### config.mk
export PLATFORM = sky130hd
export DESIGN_NAME = c1541_sd_mux
export DESIGN_NICKNAME = d
export VERILOG_FILES = /design/src/rtl/c1541_sd_mux.sv
export SDC_FILE = /design/constraint.sdc
export NUM_CORES = 1
export LEC_CHECK = 0
export CAP_MARGIN = 20
export CORE_ASPECT_RATIO = 1.75
export CORE_UTILIZATION = 35
export CTS_CLUSTER_SIZE = 24
export DETAILED_ROUTE_END_ITERATION = 16
export HOLD_SLACK_MARGIN = 0.03
export PLACE_DENSITY = 0.92
export SLEW_MARGIN = 15
export SYNTH_ARGS = -nofsm -noshare
export SYNTH_HDL_FRONTEND = slang
export SYNTH_SLANG_ARGS = --single-unit
export TNS_END_PERCENT = 10
### constraint.sdc
create_clock -name clk_sys -period 3.2 [get_ports clk_sys]
set_clock_uncertainty 0.15 [all_clocks]
set_input_delay 0.64 -clock clk_sys [delete_from_list [all_inputs] [get_ports clk_sys]]
set_output_delay 0.64 -clock clk_sys [all_outputs]
set_load 0.1 [all_outputs]
### src/rtl/c1541_sd_mux.sv
// c1541_sd_mux: round-robin arbiter that shares one host SD-block channel
// between DRIVES c1541_sd drive instances and routes the 512-byte buffer.
//
// Ports:
//   clk_sys, reset_n                      clock, synchronous active-low reset
//   drv_lba/drv_rd/drv_wr/drv_buff_din    per-drive request side (packed)
//   drv_ack/drv_buff_wr                   per-drive gated host strobes
//   drv_buff_addr/drv_buff_dout           broadcast host buffer bus
//   sd_lba/sd_rd/sd_wr/sd_sel             request presented to the host
//   sd_ack/sd_buff_addr/sd_buff_dout/
//   sd_buff_wr/sd_buff_din                host buffer channel
module c1541_sd_mux #(
    parameter int DRIVES = 2,
    parameter int SELW   = 2
) (
    input  logic                  clk_sys,
    input  logic                  reset_n,
    input  logic [32*DRIVES-1:0]  drv_lba,
    input  logic [DRIVES-1:0]     drv_rd,
    input  logic [DRIVES-1:0]     drv_wr,
    output logic [DRIVES-1:0]     drv_ack,
    input  logic [8*DRIVES-1:0]   drv_buff_din,
    output logic [DRIVES-1:0]     drv_buff_wr,
    output logic [8:0]            drv_buff_addr,
    output logic [7:0]            drv_buff_dout,
    output logic [31:0]           sd_lba,
    output logic                  sd_rd,
    output logic                  sd_wr,
    output logic [SELW-1:0]       sd_sel,
    input  logic                  sd_ack,
    input  logic [8:0]            sd_buff_addr,
    input  logic [7:0]            sd_buff_dout,
    input  logic                  sd_buff_wr,
    output logic [7:0]            sd_buff_din
);

    typedef enum logic [1:0] {
        FLUSH,
        IDLE,
        REQ,
        XFER
    } state_t;

    state_t           state;
    logic [SELW-1:0]  gnt;
    logic [SELW-1:0]  last;

    logic [DRIVES-1:0] pend;
    logic              found;
    logic [SELW-1:0]   pick;
    logic              pick_wr;
    logic [31:0]       pick_lba;
    logic              gnt_pend;
    logic [7:0]        gnt_din;

    assign pend = drv_rd | drv_wr;

    // Rotating search starting just after the last completed grant.
    // Both loops have constant bounds so every select is a constant index.
    always_comb begin
        found    = 1'b0;
        pick     = '0;
        pick_wr  = 1'b0;
        pick_lba = '0;
        for (int k = 1; k <= DRIVES; k++) begin
            for (int i = 0; i < DRIVES; i++) begin
                if (!found && pend[i] &&
                    i == (int'(last) + k) % DRIVES) begin
                    found    = 1'b1;
                    pick     = SELW'(i);
                    pick_wr  = drv_wr[i];
                    pick_lba = drv_lba[32*i +: 32];
                end
            end
        end
    end

    always_comb begin
        gnt_pend = 1'b0;
        gnt_din  = '0;
        for (int i = 0; i < DRIVES; i++) begin
            if (gnt == SELW'(i)) begin
                gnt_pend = pend[i];
                gnt_din  = drv_buff_din[8*i +: 8];
            end
        end
    end

    always_comb begin
        drv_ack     = '0;
        drv_buff_wr = '0;
        for (int i = 0; i < DRIVES; i++) begin
            drv_ack[i] = sd_ack && (gnt == SELW'(i)) &&
                         (state == REQ || state == XFER);
            drv_buff_wr[i] = sd_buff_wr && sd_ack &&
                             (gnt == SELW'(i)) && (state == XFER);
        end
    end

    assign sd_buff_din   = (state == XFER) ? gnt_din : 8'd0;
    assign drv_buff_addr = sd_buff_addr;
    assign drv_buff_dout = sd_buff_dout;

    always_ff @(posedge clk_sys) begin
        if (!reset_n) begin
            state  <= FLUSH;
            gnt    <= '0;
            last   <= SELW'(DRIVES - 1);
            sd_lba <= '0;
            sd_sel <= '0;
            sd_rd  <= 1'b0;
            sd_wr  <= 1'b0;
        end else begin
            unique case (state)
                // Let a transfer interrupted by reset drain first.
                FLUSH: begin
                    if (!sd_ack)
                        state <= IDLE;
                end
                IDLE: begin
                    if (found) begin
                        gnt    <= pick;
                        sd_sel <= pick;
                        sd_lba <= pick_lba;
                        sd_wr  <= pick_wr;
                        sd_rd  <= ~pick_wr;
                        state  <= REQ;
                    end
                end
                // Ack has priority over an abort in the same cycle.
                REQ: begin
                    if (sd_ack) begin
                        sd_rd <= 1'b0;
                        sd_wr <= 1'b0;
                        state <= XFER;
                    end else if (!gnt_pend) begin
                        sd_rd <= 1'b0;
                        sd_wr <= 1'b0;
                        state <= IDLE;
                    end
                end
                XFER: begin
                    sd_rd <= 1'b0;
                    sd_wr <= 1'b0;
                    if (!sd_ack) begin
                        last  <= gnt;
                        state <= IDLE;
                    end
                end
                default: state <= FLUSH;
            endcase
        end
    end

endmodule

==> impl_metrics.py <==
metrics = {
    "place": {
        "gp_congestion": 0.790,
        "hpwl_mm": 4.63,
        "portBuffers": 134,
        "post-place-ws_ns": 0.176,
    },
    "global_route": {
        "grt_pass1_wl_mm": 8.82,
        "grtUsageMet2": 0.379,
        "grt-ovfl-total": 0,
        "grt_use_total": 0.195,
        "gr-usage-met1": 0.169,
        "grt_busiest_layer": "met2",
        "grt_max_degree": 34,
        "gr-usage-met3": 0.0544,
        "grt_antenna_before_repair": 0,
        "grt_pass1_vias": 2010,
    },
    "worst_setup_path": {
        "timing.rr.end": "sd_lba[30]",
        "regToRegSetupSlack_ns": 1.22,
        "reg2reg_from": "state[1]",
        "critPathCaptureType": "output port",
        "cp_max_fo": 6,
        "startpoint_type": "input pin",
        "r2r_cells": 6,
        "crit_type": "input pin to output port",
        "cp.arrival_ns": 1.80,
        "required_ns": 2.41,
    },
    "timing": {
        "setup_viol": 0,
        "tightestPinTransition_ns": 0.706,
        "period_share": 0.810,
        "maxSlewViolCount": 0,
        "timing.setup.tns_ns": 0,
        "rsz0062_at_grt": "no",
        "timing.fmax_ghz": 0.386,
        "period_needed_ns": 2.59,
        "fin_ws_ns": 0.607,
        "hold_viol_final": 0,
        "slew_headroom": 0.528,
    },
    "pwr": {
        "power_density_nw_per_um2": 843,
        "ir_drop_v": 0.000532,
        "power_leakage_nw": 1.32,
        "power_mw": 2.85,
    },
    "clock_network": {
        "clockRootBuffer": "clkbuf_8",
        "cts.sinks": 38,
        "numCtsBuffers": 5,
        "post_cts_resized": 0,
        "insertion_delay_ns": 0.29,
        "htreeDepth": 2,
        "clk_pin_slew_ns": 0.07,
        "cts_tree": "built",
        "cts_hold_buf": 0,
        "postCtsSetupBuffers": 0,
        "clockBufferDepth": 2,
    },
    "synth": {
        "async_reset_ff_frac": 0,
        "ys_seq_area_frac": 0.380,
        "ys.flop_type": "dfxtp_1",
        "syn_area_per_cell_um2": 9.95,
        "synth_area_leaders": "dfxtp_1 38%, a222oi_1 16%, nor2b_1 13%, buf_4 7.1%, mux2i_1 5.5%",
        "synth_top_cell_by_area": "dfxtp_1",
        "yosysWarnings": 0,
        "syn-instance-count": 201,
        "synth_edf_count": 0,
        "synth-seq-cells": 38,
        "ys_types": 32,
        "syn_area_um2": 2000,
        "synth_nets": 310,
        "synth_top_area_share": 0.380,
    },
    "detailed_routing": {
        "detail-route-antenna-nets": 0,
        "wl_mm": 5.92,
        "drtPass1Iterations": 6,
        "drtIter0Drc": 139,
        "drc": 0,
        "num_vias": 2030,
        "viasPerCell": 5.23,
        "wl_per_cell_um": 15.3,
    },
    "floorplan": {
        "core.rowCount": 36,
        "die_h_um": 102,
        "die_width_um": 59.2,
        "initial_core_util": 0.361,
        "die_area_um2": 6030,
        "core_um2": 5540,
        "ioPinCount": 170,
    },
    "final_layout": {
        "diodes": 0,
        "final_common_cell": "clkdlybuf4s50_1",
        "layout_common_cells": "87 x clkdlybuf4s50_1, 42 x nor2b_1, 38 x dfxtp_1, 38 x buf_4, 32 x a222oi_1",
        "area_delta_synth_final_pct": 69.1,
        "nets": 420,
        "drive_gt1_frac": 0.205,
    },
    "status": {
        "status": "finished, final reports clean",
    },
    "worst_hold_path": {
        "hold_path.class": "register to register",
        "hp-start": "sd_rd",
        "min_path_cells": 2,
        "worst_hold_path.endpoint": "sd_rd",
    },
    "run": {
        "cap_viol_max_count": 0,
    },
}
==> logic make-up after synthesis <==
| kind of cell | Yosys count | share of synthesized area |
|---|---|---|
| adder cells (fa/ha/maj) | 4 | 0.0250 |
| AO/OA/AOI/OAI | 43 | 0.211 |
| multiplexers | 11 | 0.0550 |
| flip-flops | 38 | 0.380 |
| buffers and inverters | 38 | 0.138 |
| other | 1 | 0.00187 |
| AND/OR/NAND/NOR | 66 | 0.189 |
==> synthesized netlist by cell type, types with 3 or more instances <==
master,instances
nor2b_1,43
inv_1,3
clkbuf_1,6
nor2_1,7
a222oi_1,32
ha_1,4
buf_6,7
dfxtp_1,38
nand2_1,6
buf_4,19
mux2i_1,11
==> registers in the layout (all words and copies together), names as in the netlist <==
signal and count:
sd_lba 32, state 2, gnt 1, last 1
sd_rd 1, sd_wr 1
==> stage by stage <==
stage,area [um2],utilization,instances,hold WS (ns)
after floorplan,2000,-,201,0.351
after global placement,3230,0.583,379,0.297
after detailed placement,3230,0.583,379,0.303
after CTS,3370,0.608,387,0.315
after global routing,3380,0.611,388,0.349
final,3380,0.611,388,0.310
==> worst max-delay path, stage by stage <==
cell and delay (ns):
clkdlybuf4s50_1 0.58, nand2_1 0.12, nor2_1 0.25, buf_12 0.21
==> per-layer routing <==
metal  wire length [um]  vias up  share of wire
li1                   -      956              -
met1               1880      941           0.32
met2               3380      114           0.57
met3                458       19          0.077
met4                198        0          0.033
met5                  0        -              0
==> report_power, final <==
| part | switching (mW) | leakage, nW | total, mW | internal (mW) |
|---|---|---|---|---|
| sequential | 0.0705 | 0.311 | 0.655 | 0.585 |
| combinational | 1.20 | 0.941 | 1.72 | 0.514 |
| clock | 0.170 | 0.0683 | 0.483 | 0.312 |
==> layout make-up <==
type | instances | area, um2
Clock buffer | 5 | 68.8
Clock inverter | 3 | 68.8
Fill cell | 485 | 2160
Inverter | 3 | 11.3
Multi-Input combinational cell | 125 | 967
Sequential cell | 38 | 761
Tap cell | 76 | 95.1
Timing Repair Buffer | 138 | 1410
==> worst max path at each step <==
stage                    from              to  slack (ns)
finish                 sd_ack  drv_buff_wr[1]        0.61
global route           sd_ack  drv_buff_wr[1]        0.57
CTS                 drv_wr[1]      sd_lba[27]        0.48
detailed placement  drv_wr[1]      sd_lba[27]        0.18
global placement    drv_rd[1]      sd_lba[29]        0.28
floorplan              gnt[0]  sd_buff_din[2]       -0.49
(Power assumes the default switching activity.)
